## src/rtl/key_debounce.sv

```systemverilog
// key_debounce: synchronise, decimate and debounce raw key pins.
// Emits clean levels, press/release pulses and a saturating press count.
module key_debounce #(
  parameter int          WIDTH        = 4,
  parameter logic [19:0] DECIMATION   = 20'd16,
  parameter logic [7:0]  STABLE_COUNT = 8'd4,
  parameter bit          ACTIVE_LOW   = 1'b1
) (
  input  logic             clk,
  input  logic             reset,
  input  logic [WIDTH-1:0] key_raw,
  input  logic             clr_count,
  output logic [WIDTH-1:0] key_state,
  output logic [WIDTH-1:0] key_press,
  output logic [WIDTH-1:0] key_release,
  output logic [15:0]      press_count,
  output logic             sample_tick
);

  localparam logic [WIDTH-1:0] IDLE = {WIDTH{ACTIVE_LOW}};
  localparam logic [19:0] DEC_LAST = DECIMATION - 20'd1;
  localparam logic [7:0]  ACCEPT   = STABLE_COUNT - 8'd1;

  logic [WIDTH-1:0] sync1;
  logic [WIDTH-1:0] sync2;
  logic [WIDTH-1:0] norm;
  logic [WIDTH-1:0] same;
  logic [WIDTH-1:0] state_d;
  logic [WIDTH-1:0] state_nxt;
  logic [19:0]      div_cnt;
  logic [7:0]       cnt     [WIDTH];
  logic [7:0]       cnt_nxt [WIDTH];
  logic [4:0]       pop;
  logic [16:0]      sum;

  // Synchroniser idles at the released pin level so reset looks unpressed.
  always_ff @(posedge clk or negedge reset) begin
    if (!reset) begin
      sync1 <= IDLE;
      sync2 <= IDLE;
    end else begin
      sync1 <= key_raw;
      sync2 <= sync1;
    end
  end

  assign norm = sync2 ^ IDLE;
  assign same = ~(norm ^ key_state);

  always_ff @(posedge clk or negedge reset) begin
    if (!reset) begin
      div_cnt     <= '0;
      sample_tick <= 1'b0;
    end else if (div_cnt == DEC_LAST) begin
      div_cnt     <= '0;
      sample_tick <= 1'b1;
    end else begin
      div_cnt     <= div_cnt + 20'd1;
      sample_tick <= 1'b0;
    end
  end

  always_comb begin
    state_nxt = key_state;
    for (int i = 0; i < WIDTH; i++) begin
      cnt_nxt[i] = cnt[i];
      unique case (1'b1)
        !sample_tick: ;
        sample_tick && same[i]:
          cnt_nxt[i] = '0;
        sample_tick && !same[i] && (cnt[i] == ACCEPT): begin
          state_nxt[i] = norm[i];
          cnt_nxt[i]   = '0;
        end
        default:
          cnt_nxt[i] = cnt[i] + 8'd1;
      endcase
    end
  end

  always_ff @(posedge clk or negedge reset) begin
    if (!reset) begin
      key_state <= '0;
      for (int i = 0; i < WIDTH; i++) cnt[i] <= '0;
    end else begin
      key_state <= state_nxt;
      for (int i = 0; i < WIDTH; i++) cnt[i] <= cnt_nxt[i];
    end
  end

  always_ff @(posedge clk or negedge reset) begin
    if (!reset) begin
      state_d     <= '0;
      key_press   <= '0;
      key_release <= '0;
    end else begin
      state_d     <= key_state;
      key_press   <= key_state & ~state_d;
      key_release <= ~key_state & state_d;
    end
  end

  always_comb begin
    pop = '0;
    for (int i = 0; i < WIDTH; i++) pop = pop + 5'(key_press[i]);
    sum = {1'b0, press_count} + 17'(pop);
  end

  // A clear wins over same-cycle presses; sum[16] flags overflow.
  always_ff @(posedge clk or negedge reset) begin
    if (!reset) begin
      press_count <= '0;
    end else if (clr_count) begin
      press_count <= '0;
    end else if (sum[16]) begin
      press_count <= 16'hFFFF;
    end else begin
      press_count <= sum[15:0];
    end
  end

endmodule

```

## config.mk

```make
export PLATFORM = sky130hd
export DESIGN_NAME = key_debounce
export DESIGN_NICKNAME = d
export VERILOG_FILES = /design/src/rtl/key_debounce.sv
export SDC_FILE = /design/constraint.sdc
export NUM_CORES = 1
export LEC_CHECK = 0
export BUFFER_PORTS_ARGS = -buffer_cell sky130_fd_sc_hd__buf_2
export CAP_MARGIN = 20
export CORE_UTILIZATION = 58
export DETAILED_ROUTE_END_ITERATION = 8
export PLACE_DENSITY = 0.78
export SLEW_MARGIN = 20
export SYNTH_ARGS = -nofsm -noshare
export SYNTH_HDL_FRONTEND = slang
export SYNTH_SLANG_ARGS = --single-unit
```

## constraint.sdc

```tcl
create_clock -name clk -period 3.6 [get_ports clk]
set_input_delay 0.36 -clock clk [delete_from_list [all_inputs] [get_ports clk]]
set_output_delay 0.36 -clock clk [all_outputs]
set_load 0.005 [all_outputs]
```

; ---- Word level (Yosys, flattened, before mapping)
; Index checks and enable logic that the tools add are counted.
[totals]
latchBits = 0
mem_count = 0
ramBits = 0
mem_bits_ro = 0
word_cells = 66
register_bits = 93
[classes]
bitwise = 7
n_eq_ne = 5
div_mod_pow = 0
n_reduce_logical = 21
n_mux = 8
addsub = 9
shift = 0
multipliers = 0
order_cmp = 0
[ops]
columns = op, n
row1 = $pmux W8 S2, 4
row2 = $add A8 B1 Y8 const B, 4
row3 = $eq A8 B2 Y1 const B, 4
row4 = $mux W16, 2
row5 = $add A20 B1 Y20 const B, 1
row6 = $eq A20 B4 Y1 const B, 1
row7 = $mux W20, 1
row8 = $add A16 B4 Y17, 1
row9 = $not A4 Y4, 4
row10 = $logic_and A1 B1 Y1, 12
row11 = $and A4 B4 Y4, 2
row12 = $reduce_or A2 Y1, 4
row13 = $logic_not A1 Y1, 5
row14 = $add A3 B1 Y4, 1
row15 = $xor A4 B4 Y4, 1
row16 = $add A2 B1 Y3, 1
row17 = $add A1 B1 Y2, 1
row18 = $mux W1, 1

; ---- Depth between registers and ports, before layout
; Gate-level depths: netlist of run 1.
[depth]
word_depth = 8
depth_mapped = 10
mapped_depth_nobuf = 9

; ---- Worst setup path before layout of run 1
; OpenSTA, ideal clock, no wires.
[synth_path]
kind = register -> register
start = register key_press[0]
end = register press_count[11]
slack_ps = 872
period_less_slack_ps = 2728
arrival_ps = 2646
path_stages_with_launch = 11
path_buffers = 1
setup_ps = 82
path_cell_list = dfrtp_1 fa_1 inv_1 fa_1 inv_1 fa_1 nand4_1 nor3_1 nand3_1 buf_2 a31oi_1
[synth_via]
elab_chain_cells = 6
[synth_rtl]
columns = element, line
row1 = "start, declared", 14  ; output logic [WIDTH-1:0] key_press,
row2 = "start signal, assigned", 98  ; key_press <= key_state & ~state_d;
row3 = $add A1 B1 Y2, 105  ; for (int i = 0; i < WIDTH; i++) pop = pop + 5'(key_press[i]);
row4 = $add A2 B1 Y3, 105
row5 = $add A3 B1 Y4, 105
row6 = $add A16 B4 Y17, 106  ; sum = {1'b0, press_count} + 17'(pop);
row7 = $mux W16, 115  ; end else if (sum[16]) begin
row8 = $mux W16, 113  ; end else if (clr_count) begin
row9 = "end signal, assigned", 118  ; press_count <= sum[15:0];
row10 = "end, declared", 16  ; output logic [15:0] press_count,
; No other way between the ends.
; A chain may end at the register's enable or synchronous reset.

; ---- Worst setup path in the final report of run 1
[layout_path]
start = register key_press[0]
end = register press_count[0]
; Same word-level chain as after synthesis.

==> results of run 1 <==
[routing by layer]
layer	up-vias	track usage (%)
li1	1516	-
met1	1522	26.5
met2	64	36.4
met3	6	5.60
met4	0	4.55
met5	-	0
[power breakdown]
group | leakage, uW | switching [uW] | internal [uW]
Clock | 0.000111 | 344 | 463
Combinational | 0.000943 | 41.8 | 18.0
Sequential | 0.00126 | 11.2 | 1060
[cells in the final DEF, fill, tap and decap left out, types with 6 or more instances in the layout]
master | netlist | layout
a21oi_1 | 19 | 19
nor2_1 | 26 | 26
xor2_1 | 18 | 18
clkbuf_8 | 1 | 9
and3_1 | 12 | 12
nand4_1 | 10 | 10
mux2i_1 | 6 | 6
nand2_1 | 28 | 28
nor3_1 | 9 | 9
xnor2_1 | 16 | 16
a21o_1 | 7 | 7
dfrtp_1 | 85 | 85
dfstp_2 | 8 | 8
ha_1 | 6 | 6
o2bb2ai_1 | 9 | 9
inv_1 | 13 | 13
nor2b_1 | 10 | 10
nor4_1 | 11 | 11
o21ai_0 | 13 | 13
nand3_1 | 29 | 28
buf_2 | 1 | 34
[what timing repair did]
item / 4_1_cts / 5_1_grt
endpoints found under the hold margin: 0 / 0
gates resized for setup: 0 / 1
setup endpoints to repair: 0 / 8
[cell type report]
type	count	area share, %
clock inverter	4	2.02
tap	99	2.56
sequential	93	48.4
clock buffer	12	2.80
inverter	14	1.09
multi-input combinational	282	38.9
timing repair buffer	38	4.22
[final timing paths]
kind	start	to	slack [ns]	cells after the start
min in group clk	key_raw[3]	sync1[3]$_DFF_PN1_	0.10	1
hold / removal	reset	cnt[27]$_DFFE_PN0P_	0.003	1
hold reg to reg	sync1[2]$_DFF_PN1_	sync2[2]$_DFF_PN1_	0.36	0
max in group asynchronous	reset	div_cnt[14]$_DFF_PN0_	2.90	2
setup / recovery	key_press[0]$_DFF_PN0_	press_count[0]$_DFF_PN0_	0.45	9
setup reg to reg	key_press[0]$_DFF_PN0_	press_count[0]$_DFF_PN0_	0.45	9
[logic make-up (layout without fill, tap and decap cells)]
| family | Yosys count | after routing | share of synthesized area, % |
|---|---|---|---|
| AO/OA/AOI/OAI | 73 | 73 | 11.8 |
| buffers and inverters | 25 | 68 | 2.43 |
| XOR/XNOR | 34 | 34 | 6.89 |
| AND/OR/NAND/NOR | 157 | 157 | 19.4 |
| multiplexers | 9 | 9 | 2.17 |
| adder cells (fa/ha/maj) | 9 | 9 | 3.13 |
| flip-flops | 93 | 93 | 54.1 |
[metrics by stage]
step           util [%]  power, uW  setup WS (ns)  hold slack (ns)  instance area [um^2]
2_1_floorplan         -       1120          0.872           0.0644                  4320
3_3_place_gp       63.6       1150          0.550            0.346                  4590
3_5_place_dp       63.6       1150          0.341            0.348                  4590
4_1_cts            66.9       1960          0.312           0.0848                  4820
5_1_grt            67.0       2010          0.103           0.0755                  4830
6_report           67.0       1940          0.453          0.00347                  4830
==> flow_summary.ini, run 1 <==
[status]
outcome = finished clean

[cells_and_area]
fill_cells = 597
largest_reg_flops = 32
regArea_um2 = 2340
syn2layout_area_growth_pct = 11.9
drive_above_1_share_pct = 16.3
regMostFlops = cnt
insertedDiodeCount = 0
multi_input_area_um2 = 1880
top_regs = cnt x32, div_cnt x20, press_count x16
fin_nets = 454
finalNonFillerCells = 542

[timing]
timing_hold_violations_final = 0
min_period_over_period_pct = 87.4
rsz0062_at_grt = false
final.setup_skew_ns = 0.0147
relSlewSlack_pct = 51.3
period_minus_slack_ns = 3.15
worst_pin_slew_ns = 0.730
setup_viol = 0
final.setup.tns_ns = 0
drv_slew = 0
fmax_mhz = 318

[place]
placed_cells = 526
globalplace.congestion = 0.803
dp_hpwl_mm = 5.28
port_buffers = 35

[routing]
dr.first_iter.drc_count = 123
dr.pass1.iters = 4
met1Wirelength_mm = 3.54
drcViolationCount = 0
viasPerCell = 5.73
num_vias = 3108
wl_mm = 7.69
met2_length_mm = 3.79
top_layer_used = met4
wire_per_inst_um = 14.2
postRouteAntennaNets = 0
dr_wl_met3_um = 283

[cts]
htreeDepth = 3
clkTransAtPathRegs_ns = 0.09
cts_buffers = 9
cts-root-buf = clkbuf_8
clockBufferDepth = 2
cts_setup_buffers = 0
clkLatencyLatePin_ns = 0.35
cts.sinks = 93
cts_tree = built
hold_buffers = 0

[synthesis]
yosysMostFrequentCell = dfrtp_1
syn_area_um2 = 4320
synth_top_cell_by_area = dfrtp_1
yosys-top-cells-area = dfrtp_1 (49%), dfstp_2 (4.9%), xor2_1 (3.7%)
yosysUniqueCellTypes = 53
syn-instance-count = 400
synthArstFlopShare_pct = 100
yosysWarnings = 0
ys_seq_area_share_pct = 54.1
synth_edf_count = 0
synth_seq_cells = 93
syn_nets = 416
synth.top_cell.area_share_pct = 49.2
avgSynthCellArea_um2 = 10.8
ys.flop_type = dfrtp_1
synthTopCellsByCount = dfrtp_1 (85), nand3_1 (29), nand2_1 (28), nor2_1 (26), a21oi_1 (19)

[floorplan]
rows = 31
chipHeight_um = 88.3
core_area_um2 = 7210
chipWidth_um = 88.3
initial_utilization_pct = 59.9
ios = 36
dieArea_um2 = 7800

[job]
maxCapViolCount = 0

[setup_path]
path_buf_inv = 2
cp_common_cell = fa_1
end_kind = flop
cp.required_ns = 3.87
crit_path_max_incr_delay_ns = 0.55
cp_slowest_cell = nor3_1
crit_fanout = 13
crit_path_start_kind = flop
crit_chain = fa_1, inv_1, fa_1, inv_1, fa_1, nand4_1, nor3_1, nand3_2, a21oi_1
critical-path-top-delay-family = adder cells
critPathArrivalTime_ns = 3.42
crit_type = flop to flop

[global_routing]
grt_pass1_wl_mm = 12.6
grt_use_total_pct = 21.0
grt_pass1_vias = 2881
antenna_found_initial = 0
grt_overflow_total = 0
grt_start_max_net_pins = 84

[pwr]
peakVddDrop_mv = 0.239
pwr_density_cell_nw_per_um2 = 401
leakagePower_uw = 0.00231

[min_path]
min_path_type = input port to asynchronous set/reset pin
Note: power is estimated with default switching activity, not from simulation.
==> inputs of run 2 (changes only) <==
--- a/config.mk
+++ b/config.mk
@@ -7,9 +7,10 @@
 export LEC_CHECK = 0
 export BUFFER_PORTS_ARGS = -buffer_cell sky130_fd_sc_hd__buf_2
 export CAP_MARGIN = 20
-export CORE_UTILIZATION = 58
+export CORE_UTILIZATION = 54
+export CTS_CLUSTER_DIAMETER = 40
 export DETAILED_ROUTE_END_ITERATION = 8
-export PLACE_DENSITY = 0.78
+export PLACE_DENSITY = 0.76
 export SLEW_MARGIN = 20
 export SYNTH_ARGS = -nofsm -noshare
 export SYNTH_HDL_FRONTEND = slang
==> constraint.sdc (replaced) <==
create_clock -name clk -period 2.8 [get_ports clk]
set_input_delay 0 -clock clk [delete_from_list [all_inputs] [get_ports clk]]
set_output_delay 0 -clock clk [all_outputs]
set_load 0.005 [all_outputs]
==> flow_summary.ini, run 2 (synthesized netlist as in run 1, its figures left out) <==
[status]
outcome = finished clean

[cells_and_area]
layout_common_cells = dfrtp_1 (85), buf_2 (34), nand3_1 (29)
fin_nets = 464
final_common_cell = dfrtp_1
design_area_um2 = 4900
largest_reg_flops = 32
drive_above_1_share_pct = 17.7
fill_cells = 616
top_regs = cnt x32, div_cnt x20, press_count x16
insertedDiodeCount = 0
regMostFlops = cnt
syn2layout_area_growth_pct = 13.4
finalNonFillerCells = 555

[cts]
cts.sinks = 93
htreeDepth = 3
clkTransAtPathRegs_ns = 0.09
cts_tree = built
cts_buffers = 9
cts_setup_buffers = 0
clockBufferDepth = 2
cts-root-buf = clkbuf_8
clkLatencyLatePin_ns = 0.36

[global_routing]
grt_use_total_pct = 19.8
antenna_found_initial = 0
grt_overflow_total = 0
grt_pass1_vias = 3012
grt_start_max_net_pins = 56
grt_pass1_wl_mm = 13.2

[routing]
drcViolationCount = 0
postRouteAntennaNets = 0
viasPerCell = 5.71
wl_mm = 7.74
wire_per_inst_um = 13.9
dr.pass1.iters = 5
num_vias = 3167
dr.first_iter.drc_count = 139

[setup_path]
critPathArrivalTime_ns = 2.86
crit_path_start_kind = flop
crit_type = flop to flop
cp.required_ns = 3.08
reg2reg_to = press_count[1]$_DFF_PN0_
crit_fanout = 7
worstReg2RegStart = key_press[0]$_DFF_PN0_
r2r_slack_ns = 0.22
end_kind = flop
reg2reg_depth = 10

[pwr]
pwr_density_cell_nw_per_um2 = 480
leakagePower_uw = 0.00234
total_power_uw = 2350
peakVddDrop_mv = 0.220

[timing]
relSlewSlack_pct = 55.7
final.setup_skew_ns = 0.0195
drv_slew = 0
rsz0062_at_grt = false
timing.final.ws_setup_ns = 0.217
period_minus_slack_ns = 2.58
fmax_mhz = 387
final.setup.tns_ns = 0
setup_viol = 0
timing_hold_violations_final = 0
min_period_over_period_pct = 92.3
worst_pin_slew_ns = 0.664

[floorplan]
chipWidth_um = 91.4
rows = 32
dieArea_um2 = 8360
core_area_um2 = 7730
ios = 36
initial_utilization_pct = 55.9
chipHeight_um = 91.4

[place]
post-place-ws_ns = 0.0976
dp_hpwl_mm = 5.37
globalplace.congestion = 0.790
post_dp_cell_area_um2 = 4620
port_buffers = 35
placed_cells = 533

[job]
maxCapViolCount = 0

[min_path]
min_path_type = input port to asynchronous set/reset pin
[run 2: changes by cell type in the layout (fill, tap and decap cells not counted), moves of 2 or more]
cell	change
dlygate4sd3_1	+6
buf_4	+5
clkinv_4	+3
bufinv_16	-2
clkbuf_1	-2
[run 2: stage by stage]
stage / util [%] / hold slack, ns
2_1_floorplan: - / -0.296
3_3_place_gp: 59.8 / 0.0851
3_5_place_dp: 59.8 / 0.0861
4_1_cts: 63.2 / 0.240
5_1_grt: 63.4 / 0.277
6_report: 63.4 / 0.209
[run 2: layout make-up]
class	count	area, um^2	area share [%]
clock buffer	10	128	2.61
clock inverter	6	72.6	1.48
inverter	14	52.6	1.07
multi-input combinational	282	1890	38.6
sequential	93	2340	47.7
tap	102	128	2.61
timing repair buffer	48	290	5.93
[run 2: worst max-delay path: stages (launching register included)]
cell and delay (ns):
dfrtp_1 0.41, fa_1 0.54, inv_1 0.05, fa_1 0.38, inv_1 0.08, fa_2 0.23
nand4_1 0.18, nor3_2 0.20, nand3_1 0.12, buf_4 0.17, a21oi_1 0.14
[run 2: worst max-delay path by stage]
| stage | from | end | slack, ns | cells past startpoint |
|---|---|---|---|---|
| floorplan | key_press[0]$_DFF_PN0_ | press_count[11]$_DFF_PN0_ | 0.07 | 10 |
| global placement | key_press[0]$_DFF_PN0_ | press_count[14]$_DFF_PN0_ | 0.19 | 10 |
| detailed placement | key_press[0]$_DFF_PN0_ | press_count[14]$_DFF_PN0_ | 0.1 | 10 |
| CTS | key_press[0]$_DFF_PN0_ | press_count[1]$_DFF_PN0_ | 0.07 | 10 |
| global route | key_press[0]$_DFF_PN0_ | press_count[13]$_DFF_PN0_ | 0.01 | 10 |
| finish | key_press[0]$_DFF_PN0_ | press_count[1]$_DFF_PN0_ | 0.22 | 10 |
[run 2: what timing repair did]
item                                   4_1_cts  5_1_grt
gates resized for setup                      0        3
setup endpoints to repair                    0       15
hold buffers                                 6        0
endpoints found under the hold margin       53        0
[run 2: layer usage]
layer	routed length [um]	up-vias	GRT usage [%]	share of wire, %
met5	0	-	0	0
met1	3640	1534	26.1	47
met2	3670	71	32.3	47
met4	155	0	9.26	2.0
met3	277	17	3.18	3.6
li1	-	1545	-	-
[run 2: power by group]
group / internal, uW / total [uW] / switching [uW]
combinational: 28.9 / 84.0 / 55.1
sequential: 1360 / 1380 / 13.4
clock: 421 / 891 / 470
==> inputs of run 3 (changes only) <==
--- a/config.mk
+++ b/config.mk
@@ -10,7 +10,7 @@
 export CORE_UTILIZATION = 54
 export CTS_CLUSTER_DIAMETER = 40
 export DETAILED_ROUTE_END_ITERATION = 8
-export PLACE_DENSITY = 0.76
+export PLACE_DENSITY = 0.81
 export SLEW_MARGIN = 20
 export SYNTH_ARGS = -nofsm -noshare
 export SYNTH_HDL_FRONTEND = slang
==> flow_summary.ini, run 3 (synthesized netlist as in run 1, its figures left out) <==
[status]
outcome = finished clean

[routing]
dr.first_iter.drc_count = 210
wire_per_inst_um = 14.6
drcViolationCount = 0
viasPerCell = 5.78
num_vias = 3195
wl_mm = 8.08
dr.pass1.iters = 4
postRouteAntennaNets = 0

[cts]
cts.sinks = 93
cts-root-buf = clkbuf_8
clkLatencyLatePin_ns = 0.36
htreeDepth = 3
cts_tree = built
clockBufferDepth = 2
cts_buffers = 9
clkTransAtPathRegs_ns = 0.10

[timing]
worst_pin_slew_ns = 0.801
setup_viol = 0
period_minus_slack_ns = 2.66
timing.hold.ws_ns = 0.0259
relSlewSlack_pct = 46.6
final.setup_skew_ns = 0.0125
min_period_over_period_pct = 94.9
timing_hold_violations_final = 0
drv_slew = 0
final.setup.tns_ns = 0
fmax_mhz = 376

[floorplan]
initial_utilization_pct = 55.9
chipHeight_um = 91.4
core_area_um2 = 7730
dieArea_um2 = 8360
chipWidth_um = 91.4
rows = 32
ios = 36

[cells_and_area]
top_regs = cnt x32, div_cnt x20, press_count x16
design_area_um2 = 4880
regMostFlops = cnt
largest_reg_flops = 32
final_common_cell = dfrtp_1
layout_common_cells = dfrtp_1 (85), buf_2 (34), nand3_1 (29)
fill_cells = 615
syn2layout_area_growth_pct = 12.9
drive_above_1_share_pct = 17.7
fin_nets = 462
insertedDiodeCount = 0
final_core_util_pct = 63.1
finalNonFillerCells = 553

[setup_path]
crit_fanout = 8
crit_path_start_kind = flop
worstSetupEndpoint = press_count[0]$_DFF_PN0_
worstReg2RegStart = key_press[0]$_DFF_PN0_
r2r_slack_ns = 0.14
reg2reg_to = press_count[0]$_DFF_PN0_
crit_type = flop to flop
end_kind = flop
reg2reg_depth = 10
crit_path_start = key_press[0]$_DFF_PN0_
critPathArrivalTime_ns = 2.94
cp.required_ns = 3.08

[pwr]
leakagePower_uw = 0.00233
peakVddDrop_mv = 0.213
pwr_density_cell_nw_per_um2 = 475

[global_routing]
grtUsageMet2_pct = 35.5
grt_overflow_total = 0
antenna_found_initial = 0
grt_use_total_pct = 21.5
use_met3_pct = 3.85
grt_util_met1_pct = 28.3
grt_start_max_net_pins = 92
grt_pass1_wl_mm = 14.4
grt_pass1_vias = 3160
grt_busiest_layer = met2

[place]
dp_hpwl_mm = 5.50
port_buffers = 35
globalplace.congestion = 0.791
post_dp_cell_area_um2 = 4620
placed_cells = 532

[min_path]
min_path_type = input port to flop

[job]
maxCapViolCount = 0
[run 3: cell types whose count changed in the layout (fill, tap and decap cells not counted), sizes merged]
cell,delta
clkinv,-2
buf,-1
bufinv,-1
clkbuf,+1
clkinvlp,+1
dlygate4sd3,-1
inv,+1
[run 3: metal layers]
metal,vias to the layer above,routed length [um]
met5,-,0
met1,1578,3730
met2,74,3940
met4,0,111
met3,10,302
li1,1533,-
[run 3: stage by stage]
step,power [uW],setup WS (ns)
2_1_floorplan,1440,0.0722
3_3_place_gp,1480,0.204
3_5_place_dp,1480,0.0752
4_1_cts,2340,0.0451
5_1_grt,2410,-0.0411
6_report,2310,0.143
[run 3: cell type report]
class,instances,area [um^2],area share (%)
tap,102,128,2.62
timing repair buffer,46,277,5.67
clock inverter,5,41.3,0.847
inverter,14,52.6,1.08
clock buffer,11,151,3.10
multi-input combinational,282,1890,38.8
sequential,93,2340,47.9
[run 3: worst min path at each step]
stage                     from                  endpoint  slack (ns)  cells past startpoint
CTS                  clr_count  press_count[9]$_DFF_PN0_       0.004                      2
detailed placement  key_raw[1]        sync1[1]$_DFF_PN1_        0.11                      1
global route         clr_count  press_count[6]$_DFF_PN0_        0.02                      2
floorplan                reset        cnt[0]$_DFFE_PN0P_       -0.30                      0
global placement    key_raw[1]        sync1[1]$_DFF_PN1_        0.10                      1
finish               clr_count  press_count[9]$_DFF_PN0_        0.03                      2
[run 3: worst max-delay path, cell delays in order, from the launching register on]
cell     delay, ns
dfrtp_1       0.41
fa_1          0.54
inv_1         0.05
fa_1          0.37
inv_1         0.08
fa_2          0.24
nand4_1       0.19
nor3_2        0.20
nand3_1       0.15
buf_4         0.19
a21oi_1       0.16
[run 3: repair_timing]
action                                  CTS  global route
endpoints found under the setup margin    0            15
gates resized for setup                   0             3
hold buffers                              5             0
hold endpoints to repair                 89             0
buffers inserted                          0             0
[run 3: power by group]
part | switching, uW | internal [uW] | leakage (uW) | total, uW
Clock | 478 | 379 | 0.0000926 | 857
Sequential | 14.0 | 1360 | 0.00126 | 1380
Combinational | 54.5 | 27.3 | 0.000975 | 81.9
